## config.mk

```make
export PLATFORM = sky130hd
export DESIGN_NAME = j17_control_flat
export DESIGN_NICKNAME = d
export VERILOG_FILES = /design/src/rtl/j17_pkg.sv /design/src/rtl/j17_control_if.sv /design/src/rtl/j17_decode.sv /design/src/rtl/j17_control.sv /design/src/flat_wrapper.sv
export SDC_FILE = /design/constraint.sdc
export NUM_CORES = 1
export LEC_CHECK = 0
export CORE_MARGIN = 2
export CORE_UTILIZATION = 54
export CTS_CLUSTER_DIAMETER = 120
export DETAILED_ROUTE_END_ITERATION = 10
export PLACE_DENSITY_LB_ADDON = 0.08
export SLEW_MARGIN = 20
export SYNTH_ARGS = -nofsm -noshare
export SYNTH_HDL_FRONTEND = slang
export SYNTH_HIERARCHICAL = 1
export SYNTH_SLANG_ARGS = --single-unit
```

## constraint.sdc

```tcl
create_clock -name clock -period 8.4 [get_ports clock]
set_input_delay 1.68 -clock clock [delete_from_list [all_inputs] [get_ports clock]]
set_output_delay 1.68 -clock clock [all_outputs]
set_load 0.005 [all_outputs]
```

## src/rtl/j17_pkg.sv

```systemverilog
// Shared definitions for the J17 control unit: opcode map, instruction field
// positions, FSM state encodings and the decoded control bundle.
package j17_pkg;

    localparam logic [4:0] OP_ALU_MAX = 5'd11;
    localparam logic [4:0] OP_MOV     = 5'd12;
    localparam logic [4:0] OP_STORE   = 5'd13;
    localparam logic [4:0] OP_BEQ     = 5'd14;
    localparam logic [4:0] OP_JMP     = 5'd20;
    localparam logic [4:0] OP_NOP     = 5'd21;
    localparam logic [4:0] OP_HALT    = 5'd31;

    localparam int OPC_HI    = 31;
    localparam int OPC_LO    = 27;
    localparam int OP1_HI    = 26;
    localparam int OP1_LO    = 24;
    localparam int IMM_BIT   = 23;
    localparam int FLAG_BIT  = 22;
    localparam int FLAG1_BIT = 21;
    localparam int OP2_HI    = 20;
    localparam int OP2_LO    = 0;

    localparam logic [2:0] ST_FETCH  = 3'd0;
    localparam logic [2:0] ST_DECODE = 3'd1;
    localparam logic [2:0] ST_MEM    = 3'd2;
    localparam logic [2:0] ST_EXEC   = 3'd3;
    localparam logic [2:0] ST_HALT   = 3'd4;

    localparam logic [1:0] RAM_IDLE  = 2'b00;
    localparam logic [1:0] RAM_WRITE = 2'b01;

    localparam logic [1:0] WB_ALU  = 2'd0;
    localparam logic [1:0] WB_NUM2 = 2'd1;

    typedef struct packed {
        logic [4:0]  alucode;
        logic [2:0]  op1;
        logic [20:0] op2;
        logic        im_control;
        logic        flag;
        logic        flag1;
        logic        regenable;
        logic [1:0]  ramenable;
        logic [2:0]  pc_control;
        logic [1:0]  writecode;
        logic        illegal;
        logic        halt;
    } ctrl_t;

endpackage

```

## src/rtl/j17_control_if.sv

```systemverilog
// Instruction fetch handshake between the control unit and instruction memory.
interface j17_control_if;
    logic        instr_req;
    logic        instr_valid;
    logic [31:0] instr_data;

    modport master (output instr_req, input instr_valid, input instr_data);
    modport slave  (input instr_req, output instr_valid, output instr_data);
endinterface

```

## src/rtl/j17_decode.sv

```systemverilog
// Purely combinational J17 instruction decoder: IR to control bundle plus
// illegal/halt classification.
module j17_decode
    import j17_pkg::*;
(
    input  logic [31:0] ir,
    output ctrl_t       ctrl
);

    logic [4:0] opc_s;

    assign opc_s = ir[OPC_HI:OPC_LO];

    // Field extraction and opcode classification
    always_comb begin
        ctrl            = '0;
        ctrl.op1        = ir[OP1_HI:OP1_LO];
        ctrl.op2        = ir[OP2_HI:OP2_LO];
        ctrl.im_control = ir[IMM_BIT];
        ctrl.flag       = ir[FLAG_BIT];
        ctrl.flag1      = ir[FLAG1_BIT];
        if (opc_s <= OP_ALU_MAX) begin
            ctrl.alucode   = opc_s;
            ctrl.writecode = WB_ALU;
            ctrl.regenable = 1'b1;
        end else begin
            case (opc_s)
                OP_MOV: begin
                    ctrl.writecode = WB_NUM2;
                    ctrl.regenable = 1'b1;
                end
                OP_STORE: ctrl.ramenable = RAM_WRITE;
                OP_NOP:   ctrl.halt = 1'b0;
                OP_HALT:  ctrl.halt = 1'b1;
                default: begin
                    // Branches map BEQ..JMP onto condition selects 1..7
                    if ((opc_s >= OP_BEQ) && (opc_s <= OP_JMP)) begin
                        ctrl.pc_control = 3'(opc_s - OP_STORE);
                    end else begin
                        ctrl.illegal = 1'b1;
                    end
                end
            endcase
        end
    end

endmodule

```

## src/rtl/j17_control.sv

```systemverilog
// J17 multi-cycle control unit: fetch/decode/mem-wait/execute sequencing with
// registered control outputs and a one-cycle PC advance strobe per instruction.
module j17_control
    import j17_pkg::*;
#(
    parameter int MEM_WAIT = 1,
    parameter int COUNT_W  = 16
) (
    input  logic               clock,
    input  logic               reset,
    j17_control_if.master      bus,
    output logic [4:0]         alucode,
    output logic [2:0]         op1,
    output logic [20:0]        op2,
    output logic               imControl,
    output logic               flag,
    output logic               flag1,
    output logic               regenable,
    output logic [1:0]         ramenable,
    output logic [2:0]         pcControl,
    output logic [1:0]         writecode,
    output logic               pc_en,
    output logic               halted,
    output logic               illegal,
    output logic [COUNT_W-1:0] retired
);

    localparam int WCNT_W    = (MEM_WAIT > 1) ? $clog2(MEM_WAIT) : 1;
    localparam int WAIT_LOAD = (MEM_WAIT > 0) ? (MEM_WAIT - 1) : 0;

    logic [2:0]        state_r;
    logic [2:0]        state_nxt_s;
    logic [31:0]       ir_r;
    logic [WCNT_W-1:0] wait_r;
    logic              instr_req_r;
    logic              accept_s;
    logic              mem_op_s;
    logic              to_exec_s;
    ctrl_t             dec_s;

    j17_decode u_decode (
        .ir   (ir_r),
        .ctrl (dec_s)
    );

    assign bus.instr_req = instr_req_r;
    // A word offered before the request is raised is simply not taken
    assign accept_s  = (state_r == ST_FETCH) && instr_req_r && bus.instr_valid;
    assign mem_op_s  = (dec_s.flag | dec_s.flag1) && (MEM_WAIT > 0);
    assign to_exec_s = (state_nxt_s == ST_EXEC);

    // Next-state selection
    always_comb begin
        state_nxt_s = state_r;
        case (state_r)
            ST_FETCH: begin
                if (accept_s) state_nxt_s = ST_DECODE;
                else          state_nxt_s = ST_FETCH;
            end
            ST_DECODE: begin
                if (dec_s.halt)    state_nxt_s = ST_HALT;
                else if (mem_op_s) state_nxt_s = ST_MEM;
                else               state_nxt_s = ST_EXEC;
            end
            ST_MEM: begin
                if (wait_r == '0) state_nxt_s = ST_EXEC;
                else              state_nxt_s = ST_MEM;
            end
            ST_EXEC: state_nxt_s = ST_FETCH;
            ST_HALT: state_nxt_s = ST_HALT;
            default: state_nxt_s = ST_FETCH;
        endcase
    end

    // State, instruction register, fetch request and RAM wait counter
    always_ff @(posedge clock or posedge reset) begin
        if (reset) begin
            state_r     <= ST_FETCH;
            ir_r        <= 32'd0;
            instr_req_r <= 1'b0;
            wait_r      <= '0;
        end else begin
            state_r     <= state_nxt_s;
            instr_req_r <= (state_nxt_s == ST_FETCH);
            if (accept_s) begin
                ir_r <= bus.instr_data;
            end
            if ((state_r == ST_DECODE) && mem_op_s) begin
                wait_r <= WCNT_W'(WAIT_LOAD);
            end else if ((state_r == ST_MEM) && (wait_r != '0)) begin
                wait_r <= wait_r - WCNT_W'(1);
            end
        end
    end

    // Decoded fields captured in DECODE and held until the next DECODE
    always_ff @(posedge clock or posedge reset) begin
        if (reset) begin
            alucode   <= 5'd0;
            op1       <= 3'd0;
            op2       <= 21'd0;
            imControl <= 1'b0;
            flag      <= 1'b0;
            flag1     <= 1'b0;
            writecode <= 2'd0;
            illegal   <= 1'b0;
        end else if (state_r == ST_DECODE) begin
            alucode   <= dec_s.alucode;
            op1       <= dec_s.op1;
            op2       <= dec_s.op2;
            imControl <= dec_s.im_control;
            flag      <= dec_s.flag;
            flag1     <= dec_s.flag1;
            writecode <= dec_s.writecode;
            illegal   <= illegal | dec_s.illegal;
        end
    end

    // Execute strobes: registered on entry to EXEC so they last exactly one cycle
    always_ff @(posedge clock or posedge reset) begin
        if (reset) begin
            pc_en     <= 1'b0;
            regenable <= 1'b0;
            ramenable <= RAM_IDLE;
            pcControl <= 3'd0;
            halted    <= 1'b0;
            retired   <= '0;
        end else begin
            pc_en     <= to_exec_s;
            regenable <= to_exec_s && dec_s.regenable;
            ramenable <= to_exec_s ? dec_s.ramenable : RAM_IDLE;
            pcControl <= to_exec_s ? dec_s.pc_control : 3'd0;
            halted    <= (state_nxt_s == ST_HALT);
            if (to_exec_s) begin
                retired <= retired + COUNT_W'(1);
            end
        end
    end

endmodule

```

## src/flat_wrapper.sv

```systemverilog
// flat-port wrapper written by rule: the top's interface ports become plain ports
module j17_control_flat import j17_pkg::*;
#(
    parameter int MEM_WAIT = 1,
    parameter int COUNT_W  = 16
)
  (clock, reset, alucode, op1, op2, imControl, flag, flag1, regenable, ramenable, pcControl, writecode, pc_en, halted, illegal, retired, bus_instr_req, bus_instr_valid, bus_instr_data);
  j17_control_if bus_i ();
  input  logic clock;
  input  logic reset;
  output logic [4:0] alucode;
  output logic [2:0] op1;
  output logic [20:0] op2;
  output logic imControl;
  output logic flag;
  output logic flag1;
  output logic regenable;
  output logic [1:0] ramenable;
  output logic [2:0] pcControl;
  output logic [1:0] writecode;
  output logic pc_en;
  output logic halted;
  output logic illegal;
  output logic [COUNT_W-1:0] retired;
  output wire logic [$bits(bus_i.instr_req)-1:0] bus_instr_req;
  input wire logic [$bits(bus_i.instr_valid)-1:0] bus_instr_valid;
  input wire logic [$bits(bus_i.instr_data)-1:0] bus_instr_data;
  assign bus_instr_req = bus_i.instr_req;
  assign bus_i.instr_valid = bus_instr_valid;
  assign bus_i.instr_data = bus_instr_data;
  j17_control #(.MEM_WAIT(MEM_WAIT), .COUNT_W(COUNT_W)) u_core (.clock(clock), .reset(reset), .bus(bus_i), .alucode(alucode), .op1(op1), .op2(op2), .imControl(imControl), .flag(flag), .flag1(flag1), .regenable(regenable), .ramenable(ramenable), .pcControl(pcControl), .writecode(writecode), .pc_en(pc_en), .halted(halted), .illegal(illegal), .retired(retired));
endmodule
```

# [Word-level counts from Yosys, hierarchy flattened]
# Cells that the tools add are included.
[op_classes] add_sub_neg=3 n_lt_le_gt_ge=3 eq_ne=9 muxes=22 n_bitwise=2 n_reduce_logical=10
[op_table] op="$add 16x1->16 const B" n=1
[op_table] op="$mux 1" n=14
[op_table] op="$mux 3" n=4
[op_table] op="$pmux 3 s4" n=1
[op_table] op="$eq 5x4->1 const B" n=2
[op_table] op="$eq 5x5->1 const B" n=2
[op_table] op="$eq 3x2->1 const B" n=2
[op_table] op="$eq 3x3->1 const B" n=2
[op_table] op="$logic_and 1x1->1" n=6
[op_table] op="$logic_not 3->1" n=2
[op_table] op="$ge 5x4->1 const B" n=1
[op_table] op="$le 5x4->1 const B" n=1
[op_table] op="$le 5x5->1 const B" n=1
[op_table] op="$mux 5" n=1
[op_table] op="$mux 4" n=1
[op_table] op="$reduce_or 4->1" n=1
[op_table] op="$eq 3x1->1 const B" n=1
[op_table] op="$sub 3x3->3 const B" n=1
[op_table] op="$mux 2" n=1
[op_table] op="$or 1x1->1" n=2
[op_table] op="$reduce_bool 2->1" n=1
[op_table] op="$sub 1x1->1 const B" n=1
[totals] ff_bits=96 output_inout_bits=60

# [Longest topological paths before layout]
# Gate-level depths: netlist of run 1.
[logic_depth] ltp_word=9 depth_mapped=9 mapped_depth_nobuf=8

# [Modules after synthesis]
# The synthesis of run 1 kept the hierarchy.
[by_module_without_submodules] mod="j17_control" n_inst=1 cells_per_inst=246 area_per_inst_um2=3697.3 seq_area_each_um2=2402.3
[by_module_without_submodules] mod="j17_decode" n_inst=1 cells_per_inst=64 area_per_inst_um2=536.8 seq_area_each_um2=0.0

# [Worst setup path before layout of run 1]
# Ideal clock, no wire load.
[synth_timing] path_kind="input to register" from="input bus_instr_valid" to="register u_core.retired[3]" setup_time_ns=0.080 arrival_time_ns=2.814 setup_slack_ns=5.506 stages=7 cell_sequence="and3b_1 o21a_1 o21ai_2 inv_1 buf_2 nand3_1 xnor2_1"
[synth_between] elab_chain_cells=4
[synth_lines] item="start: declaration" line="flat_wrapper.sv:26" source="input wire logic [$bits(bus_i.instr_valid)-1:0] bus_instr_valid;"
[synth_lines] item="$logic_and 1x1->1" line="j17_control.sv:48" source="assign accept_s = (state_r == ST_FETCH) && instr_req_r && bus.instr_valid;"
[synth_lines] item="$mux 1" line="j17_control.sv:57" source="if (accept_s) state_nxt_s = ST_DECODE;"
[synth_lines] item="$pmux 3 s4" line="j17_control.sv:55" source="case (state_r)"
[synth_lines] item="$eq 3x2->1" line="j17_control.sv:50" source="assign to_exec_s = (state_nxt_s == ST_EXEC);"
[synth_lines] item="net u_core.to_exec_s" line="j17_control.sv:38" source="logic to_exec_s;"
[synth_lines] item="end signal: assignment" line="j17_control.sv:135" source="retired <= retired + COUNT_W'(1);"
[synth_lines] item="end: declaration" line="j17_control.sv:25" source="output logic [COUNT_W-1:0] retired"
# The timed path passes the listed nets, and every way through them passes these cells.
# A chain may end at the register's enable or synchronous reset.

# [Worst setup path after layout of run 1]
[layout_timing] from="input bus_instr_valid" to="register u_core.retired[4]"
[layout_between] elab_chain_cells=4
[layout_lines] item="$logic_and 1x1->1" line="j17_control.sv:48"
[layout_lines] item="$mux 1" line="j17_control.sv:57"
[layout_lines] item="$pmux 3 s4" line="j17_control.sv:55"
[layout_lines] item="$eq 3x2->1" line="j17_control.sv:50"
# No other way between the ends.

==> metrics.cfg, run 1 <==
[setup_path]
worst_r2r_endpoint = u_core/retired[4]
ff2ff_setup_slack_ps = 5960
cp-start-kind = input pin
reg2regPathDepth = 7
r2r-start = u_core/state_r[1]
crit_type = input pin to flip-flop
crit_fanout = 15
cp-end-kind = flip-flop
worstPathRequired_ps = 8680
cp.arrival_ps = 3390

[floorplanning]
row_count = 32
core_area_um2 = 7650
die_h_um = 92.6
die_area_um2 = 8570
initial_core_util_pct = 55.4
dieWidth_um = 92.6
pin_count = 95

[synth]
synth_cells = 310
syn_area_um2 = 4230
ys_types = 43
async_flop_share_pct = 100
synth_flop_cell = dfrtp_1
syn_avg_cell_area_um2 = 13.7
synth-seq-cells = 96
synth_edf_count = 0
synth_warnings = 6
ys_seq_area_share_pct = 56.7

[sta]
relSlewSlack_pct = 48.6
final_max_slew_viol_count = 0
tns_ps = 0
rsz0062_at_grt = no
skew_ps = 13.3
setup_slack_ps = 5280
finalCriticalPeriod_ps = 3120
whs_ps = 463
fin_crit_sh_pct = 37.1
finalSetupViolCount = 0
tightestPinTransition_ps = 771
fmax_mhz = 321
hold_viol = 0

[drt]
drt_iter0_drc = 86
firstDrtPassIters = 4
ant_nets = 0
wl_mm = 7.33
drc_errors = 0
vias_per_cell = 5.17
wl_per_cell_um = 15.0
dr_total_vias = 2520

[placed_design]
place.gp.congestion = 0.795
dpl_worst_slack_ps = 4900
io_buffers = 94
hpwlAfterDp_mm = 5.01
dp_cells = 471

[cts]
cts_tree = done
clk_pin_slew_ps = 90
post_cts_buffers = 0
clock-root-buffer = clkbuf_8
clk_path_buf_depth = 2
cts_made_buffers = 9
hold_buffers = 0
cts_htree_levels = 3
post_cts_resized = 0
cts.sinks = 96
insertion_delay_ps = 360

[outcome]
status = completed

[grt]
grt_use_total_pct = 18.5
antenna_found_initial = 0
grt_pass1_vias = 2560
grt_pass1_wl_mm = 12.3
overflow = 0
grt_max_degree = 64

[finish]
num_antenna_cells = 0
nets = 421
layout_commonest_cell = dfrtp_1
area_growth_pct = 25.1
drive_gt1_share_pct = 25.5
layout_common_cells = dfrtp_1 (96), clkdlybuf4s50_1 (94), mux2_2 (66)
fillers = 577
stdcell_count = 487

[pwr]
leakage_nw = 2.29
cellPowerDensity_nw_per_um2 = 343
vdd_ir_drop_max_mv = 0.193

[hold_path]
min_from = u_core/illegal
hp-class = flip-flop to flip-flop
min_to = u_core/illegal
min_path_cells = 1

[flow_run]
drv_cap = 0

==> critical path: stages <==
cell and delay (ps):
clkdlybuf4s50_1 390, and3b_1 190, o21a_1 210, o21ai_2 310
inv_1 290, nand4_1 190, xnor2_1 130
==> flip-flops by register name, summed over array words and instances, names as in the netlist <==
register and cells:
u_core/pcControl 3, u_core/wait_r 1, u_core/regenable 1, u_core/flag1 1, u_core/pc_en 1, u_core/op1 3, u_core/ramenable 2, u_core/writecode 2
u_core/flag 1, u_core/retired 16, u_core/alucode 5, u_core/bus.instr_req 1, u_core/state_r 3, u_core/illegal 1, u_core/op2 21, u_core/imControl 1
u_core/halted 1, u_core/ir_r 32
==> per-layer routing <==
layer	track usage (%)	vias to the layer above	part of all wire [%]	wire length, um
met5	0	-	0	0
met1	25.6	1264	45	3330
met4	8.58	0	1.5	109
li1	-	1180	-	-
met3	3.66	10	5.5	400
met2	28.5	66	48	3490
==> power by group <==
| part | switching, mW | internal (mW) | total (mW) |
|---|---|---|---|
| clock network | 0.157 | 0.187 | 0.343 |
| logic | 0.255 | 0.440 | 0.695 |
| registers | 0.131 | 0.649 | 0.781 |
==> stage by stage <==
step	power (mW)	cell area [um^2]	util [%]
after floorplan	1.28	4240	-
after global placement	1.47	5060	66.1
after detailed placement	1.50	5060	66.1
after CTS	1.84	5300	69.3
after global routing	1.94	5300	69.3
final	1.82	5300	69.3
==> synth_stat cells (2+ instances only) <==
| library cell | n | area (um^2) |
|---|---|---|
| nor3_1 | 9 | 45.0 |
| nand3_1 | 5 | 25.0 |
| ha_1 | 6 | 75.1 |
| nor3b_2 | 2 | 25.0 |
| a21oi_1 | 3 | 15.0 |
| xnor2_1 | 12 | 105 |
| xor2_1 | 4 | 35.0 |
| nand2b_1 | 2 | 12.5 |
| and2_1 | 9 | 56.3 |
| nand2_1 | 6 | 22.5 |
| mux2_2 | 66 | 743 |
| buf_4 | 31 | 233 |
| clkbuf_1 | 3 | 11.3 |
| or2_1 | 2 | 12.5 |
| inv_1 | 9 | 33.8 |
| buf_6 | 2 | 22.5 |
| o21a_1 | 2 | 15.0 |
| nor2b_1 | 3 | 18.8 |
| and3b_1 | 3 | 26.3 |
| buf_1 | 3 | 11.3 |
| nor2_1 | 4 | 15.0 |
| nor4_1 | 2 | 12.5 |
| nand4_1 | 7 | 43.8 |
| dfrtp_1 | 96 | 2400 |
==> cell type report <==
type	count	area, um^2	share of cell area, %
multi-input cells	167	1530	28.9
clock buffers	11	151	2.86
flip-flops and latches	96	2400	45.4
clock inverters	5	86.3	1.63
repair buffers	97	963	18.2
inverters	9	36.3	0.685
well taps	102	128	2.41
==> worst max-delay path by stage <==
stage,start,end,slack [ps]
6_report,bus_instr_valid,u_core/retired[4],5280
5_1_grt,bus_instr_valid,u_core/retired[11],5200
4_1_cts,bus_instr_valid,u_core/retired[4],5290
3_5_place_dp,bus_instr_valid,u_core/retired[4],4900
3_3_place_gp,bus_instr_valid,u_core/retired[4],5000
2_1_floorplan,reset,u_core/alucode[0],4210
==> kinds of logic (layout without fill, tap and decap cells) <==
kind of cell | after synthesis | in the layout | synth area share, %
AND/OR/NAND/NOR | 61 | 61 | 9.51
multiplexers | 66 | 66 | 17.6
flip-flops | 96 | 96 | 56.7
buffers and inverters | 49 | 122 | 7.48
adder cells (fa/ha/maj) | 6 | 6 | 1.77
XOR/XNOR | 17 | 17 | 3.69
AO/OA/AOI/OAI | 14 | 14 | 3.16
other | 1 | 3 | 0.0886
(Power assumes the default switching activity.)
==> run 2, diff against run 1 <==
--- a/config.mk
+++ b/config.mk
@@ -6,7 +6,7 @@
 export NUM_CORES = 1
 export LEC_CHECK = 0
 export CORE_MARGIN = 2
-export CORE_UTILIZATION = 54
+export CORE_UTILIZATION = 45
 export CTS_CLUSTER_DIAMETER = 120
 export DETAILED_ROUTE_END_ITERATION = 10
 export PLACE_DENSITY_LB_ADDON = 0.08
==> constraint.sdc (replaced) <==
create_clock -name clock -period 2.7 [get_ports clock]
set_input_delay 0.54 -clock clock [delete_from_list [all_inputs] [get_ports clock]]
set_output_delay 0.54 -clock clock [all_outputs]
set_load 0.005 [all_outputs]
==> run 2 against run 1 <==
Against the previous run: register-to-register slack worse by 5500 ps; critical path depth stayed put; worst hold slack better by 2.8 ps; global-route usage is 2.8 points lower; clock skew is 4.2 ps higher; final area is 0.52% higher; final cell count is 2.9% higher; routed wire length is 1.7% higher; via count is 1.3% lower; non-clock buffer count is 5 higher.
==> metrics.cfg, run 2 (synthesis results as in run 1) <==
[outcome]
status = completed

[hold_path]
min_to = u_core/illegal
min_from = u_core/illegal
hp-class = flip-flop to flip-flop
min_path_cells = 1

[cts]
post_cts_buffers = 0
cts_tree = done
clk_path_buf_depth = 2
insertion_delay_ps = 350
clk_pin_slew_ps = 90
cts_htree_levels = 3
hold_buffers = 0
cts_made_buffers = 9
post_cts_resized = 0
cts.sinks = 96
clock-root-buffer = clkbuf_8

[finish]
multiInputGateArea_um2 = 1530
fillers = 782
layout_commonest_cell = dfrtp_1
num_antenna_cells = 0
drive_gt1_share_pct = 25.6
top_register = u_core/ir_r
stdcell_count = 501
top_regs = u_core/ir_r x32, u_core/op2 x21, u_core/retired x16
nets = 426
largest_register_ffs = 32
seqCellArea_um2 = 2400
final_core_utilization_pct = 57.9
area_growth_pct = 25.7
layout_common_cells = dfrtp_1 (96), clkdlybuf4s50_1 (94), mux2_2 (66)

[setup_path]
cp-end-kind = flip-flop
crit_fanout = 7
reg2regPathDepth = 7
crit_chain = ha_1 > and4_4 > nor2_1 > o2bb2ai_1 > o21ai_2 > or4_4 > xnor2_2
slowest_delay_ps = 540
crit_type = flip-flop to flip-flop
cp.arrival_ps = 2480
worst_r2r_endpoint = u_core/retired[14]
cp-start-kind = flip-flop
worstPathRequired_ps = 2940
ff2ff_setup_slack_ps = 460
cp_slowest_cell = or4_4
r2r-start = u_core/ir_r[27]

[sta]
fmax_mhz = 447
finalSetupViolCount = 0
relSlewSlack_pct = 52.5
tightestPinTransition_ps = 711
hold_viol = 0
skew_ps = 17.5
fin_crit_sh_pct = 82.8
final_max_slew_viol_count = 0
tns_ps = 0
finalCriticalPeriod_ps = 2240
rsz0062_at_grt = no

[drt]
vias_per_cell = 4.96
wl_mm = 7.45
firstDrtPassIters = 4
dr_total_vias = 2486
drc_errors = 0
drt_iter0_drc = 40
ant_nets = 0
wl_per_cell_um = 14.9

[floorplanning]
die_h_um = 101
dieWidth_um = 101
die_area_um2 = 10200
initial_core_util_pct = 46.0
pin_count = 95
row_count = 35
core_area_um2 = 9200

[grt]
antenna_found_initial = 0
grt_pass1_vias = 2533
overflow = 0
grt_use_total_pct = 15.7
grt_max_degree = 36
grt_pass1_wl_mm = 12.4

[pwr]
leakage_nw = 2.29
vdd_ir_drop_max_mv = 0.522
cellPowerDensity_nw_per_um2 = 1040

[flow_run]
drv_cap = 0

[placed_design]
io_buffers = 94
place.gp.congestion = 0.810
hpwlAfterDp_mm = 5.17
dp_cells = 485

run 2: cell types whose count changed in the layout (fill, tap and decap cells not counted):
cell	delta
buf_4	+3
clkbuf_1	+3
buf_12	+2
clkbuf_8	-2
clkinvlp_4	+2
inv_6	-2
bufinv_16	-1
clkinv_4	+1
inv_4	-1
run 2: report_power, final:
part,switching (mW),internal (mW)
logic,0.828,1.39
registers,0.371,2.02
clock network,0.482,0.433
total,1.68,3.84
run 2: stage by stage:
step	total power, mW	hold WS, ps	cell area (um^2)	worst slack [ps]
floorplan	3.98	451	4250	661
global placement	4.64	438	5130	440
detailed placement	4.67	448	5130	387
CTS	5.61	469	5320	460
global route	5.93	495	5320	267
finish	5.52	466	5320	463
run 2: worst max-delay path, delay by kind of cell (launching register included):
family	cells	cell delay [ps]
and+or+nand+nor	3	850
adders and majority gates	1	240
xor gates and xnor gates	1	140
AOI/OAI and AO/OA	2	440
DFF	1	450
run 2: area by class of cell:
class | instances | area share [%]
multi-input combinational | 167 | 28.7
clock buffer | 12 | 2.54
clock inverter | 4 | 1.03
tap | 111 | 2.61
sequential | 96 | 45.1
timing repair buffer | 102 | 19.3
inverter | 9 | 0.705
run 2: worst max-delay path by stage:
stage | from | end | slack [ps] | cells after the start
2_1_floorplan | u_core/ir_r[27] | u_core/retired[14] | 660 | 6
3_3_place_gp | bus_instr_valid | u_core/retired[4] | 440 | 7
3_5_place_dp | bus_instr_valid | u_core/retired[4] | 390 | 7
4_1_cts | u_core/ir_r[27] | u_core/retired[14] | 460 | 7
5_1_grt | u_core/ir_r[27] | u_core/retired[11] | 270 | 8
6_report | u_core/ir_r[27] | u_core/retired[14] | 460 | 7
run 2: metal layers:
metal	global-route usage (%)	routed length, um
met1	21.5	3480
met2	23.8	3410
met5	0	0
met3	4.37	445
met4	6.24	119
==> patch, RTL diff (settings of run 2) <==
Remove the register `halted`: a continuous assignment takes its place, so the output `halted` follows one clock earlier.
--- a/src/rtl/j17_control.sv
+++ b/src/rtl/j17_control.sv
@@ -123,19 +123,19 @@
             regenable <= 1'b0;
             ramenable <= RAM_IDLE;
             pcControl <= 3'd0;
-            halted    <= 1'b0;
             retired   <= '0;
         end else begin
             pc_en     <= to_exec_s;
             regenable <= to_exec_s && dec_s.regenable;
             ramenable <= to_exec_s ? dec_s.ramenable : RAM_IDLE;
             pcControl <= to_exec_s ? dec_s.pc_control : 3'd0;
-            halted    <= (state_nxt_s == ST_HALT);
             if (to_exec_s) begin
                 retired <= retired + COUNT_W'(1);
             end
         end
     end
 
+    assign halted = (state_nxt_s == ST_HALT);
+
 endmodule
 
Function: changed (a bounded check fails within 4 cycles, from zero or initial values and one cycle with reset high).
==> patch against run 2 <==
Sequential cell count is 1 lower. Combinational power hardly changed. Power is 1.2% higher. Area after synthesis is 0.59% lower. Highest routed layer unchanged. Wire length hardly changed. Critical path depth is 2 lower. Worst setup slack worse by 0.33 ns. Final area is 0.28% lower. Clock power is 8.1% higher. Register-to-register slack worse by 0.02 ns. Largest cell class unchanged. Global-route usage is 0.083 points lower.
==> patch: results (changes against run 2) <==
[outcome]
status = completed

[placement]
dp_slack_ns = 0.276  ; -0.111 ns
dp.final_hpwl_um = 5180  ; +0.29%
dp_cells = 481  ; -0.82%
gp_congestion = 0.733  ; -9.5%
placedInstanceArea_um2 = 5090  ; -0.88%

[timing]
finalClockSkew_ns = 0.00836  ; -0.00918 ns
fin_crit_ns = 2.56  ; +0.327 ns

[global_routing]
grt_pass1_wl_um = 12300  ; -0.50%
grt_max_degree = 50  ; +39%
track_usage = 0.156  ; -0.000832
grt_pass1_vias = 2553  ; +0.79%

[clock_network]
clockBufferDepth = 2  ; unchanged
postCtsSetupBuffers = 0  ; unchanged

[critical_path]
crit_path_top_delay_cell = clkdlybuf4s50_1
cpLargestDelayFamily = buffers and inverters
cp.arrival_ns = 2.02  ; -0.46 ns
slowest_delay_ns = 0.51  ; -0.03 ns

[synthesis]
synth_area_per_cell_um2 = 13.6  ; -0.27%
yosys-top-cells-area = dfrtp_1 (56%), mux2_2 (18%), buf_4 (5.5%)
ys_seq_area_frac = 0.565  ; -0.00257
synth_commonest_cells = dfrtp_1 (95), mux2_2 (66), buf_4 (31), xnor2_1 (12)

[pwr]
p_leak_nw = 2.27  ; -0.99%
peakVddDrop_mv = 0.448  ; -14%

[cells_and_area]
fillCellCount = 749  ; -4.2%
final_layout_size_suffix_gt1_frac = 0.264  ; +0.00784
fin_nets = 422  ; -0.94%

[routing]
num_vias = 2468  ; -0.72%
routedWlPerCell_um = 15.0  ; +0.75%
drt_iter0_markers = 52  ; +30%
via_per_inst = 4.97  ; about the same

## patch: changes by cell type in the layout (fill, tap and decap cells not counted), sizes merged
cell and delta:
clkbuf -1, clkinv -2, clkinvlp +2, buf -3
dfrtp -1, bufinv +1
## patch: worst paths after layout
path,slack (ns),depth (start not counted),start,endpoint
min in group asynchronous,0.50,2,reset,u_core/op2[13]
max,0.14,5,u_core/ir_r[27],halted
max in group asynchronous,1.47,3,reset,u_core/ir_r[4]
min reg2reg,0.46,1,u_core/illegal,u_core/illegal
max reg2reg,0.44,8,u_core/ir_r[27],u_core/retired[7]
min,0.46,1,u_core/illegal,u_core/illegal
## patch: layout make-up
cell class / instances / area, um^2 / area share
clock buffers: 11 / 131 / 0.0247
clock inverters: 5 / 82.6 / 0.0156
inverters: 9 / 37.5 / 0.00707
multi-input cells: 167 / 1540 / 0.289
flip-flops and latches: 95 / 2380 / 0.448
well taps: 111 / 139 / 0.0262
repair buffers: 99 / 1000 / 0.189
## patch: kinds of logic (layout without fill, tap and decap cells)
family / after synthesis / after routing / share of synthesized area
XOR/XNOR: 17 / 17 / 0.0372
other: 1 / 3 / 0.000891
AND/OR/NAND/NOR: 61 / 61 / 0.0957
buffers and inverters: 49 / 124 / 0.0752
AO/OA/AOI/OAI: 14 / 14 / 0.0318
adder cells (fa/ha/maj): 6 / 6 / 0.0178
multiplexers: 66 / 66 / 0.177
flip-flops: 95 / 95 / 0.565
## patch: report_power, final
group	switching, mW	leakage, nW	internal, mW
Sequential	0.371	1.17	2.01
Clock	0.467	0.0958	0.522
Combinational	0.828	0.998	1.39
Total	1.67	2.27	3.92
## patch: layer usage
layer,up-vias,wire length (um),GRT usage
li1,1174,-,-
met1,1228,3220,0.198
met5,-,0,0
met3,5,539,0.0624
met2,61,3620,0.250
met4,0,65,0.0432
## patch: worst reg2reg max path, cell delays in order (launching register included)
cell	delay (ns)
dfrtp_2	0.46
ha_1	0.22
and4_4	0.22
nor2_1	0.09
o2bb2ai_1	0.25
o21ai_2	0.21
inv_1	0.35
nand4_1	0.19
xnor2_1	0.16
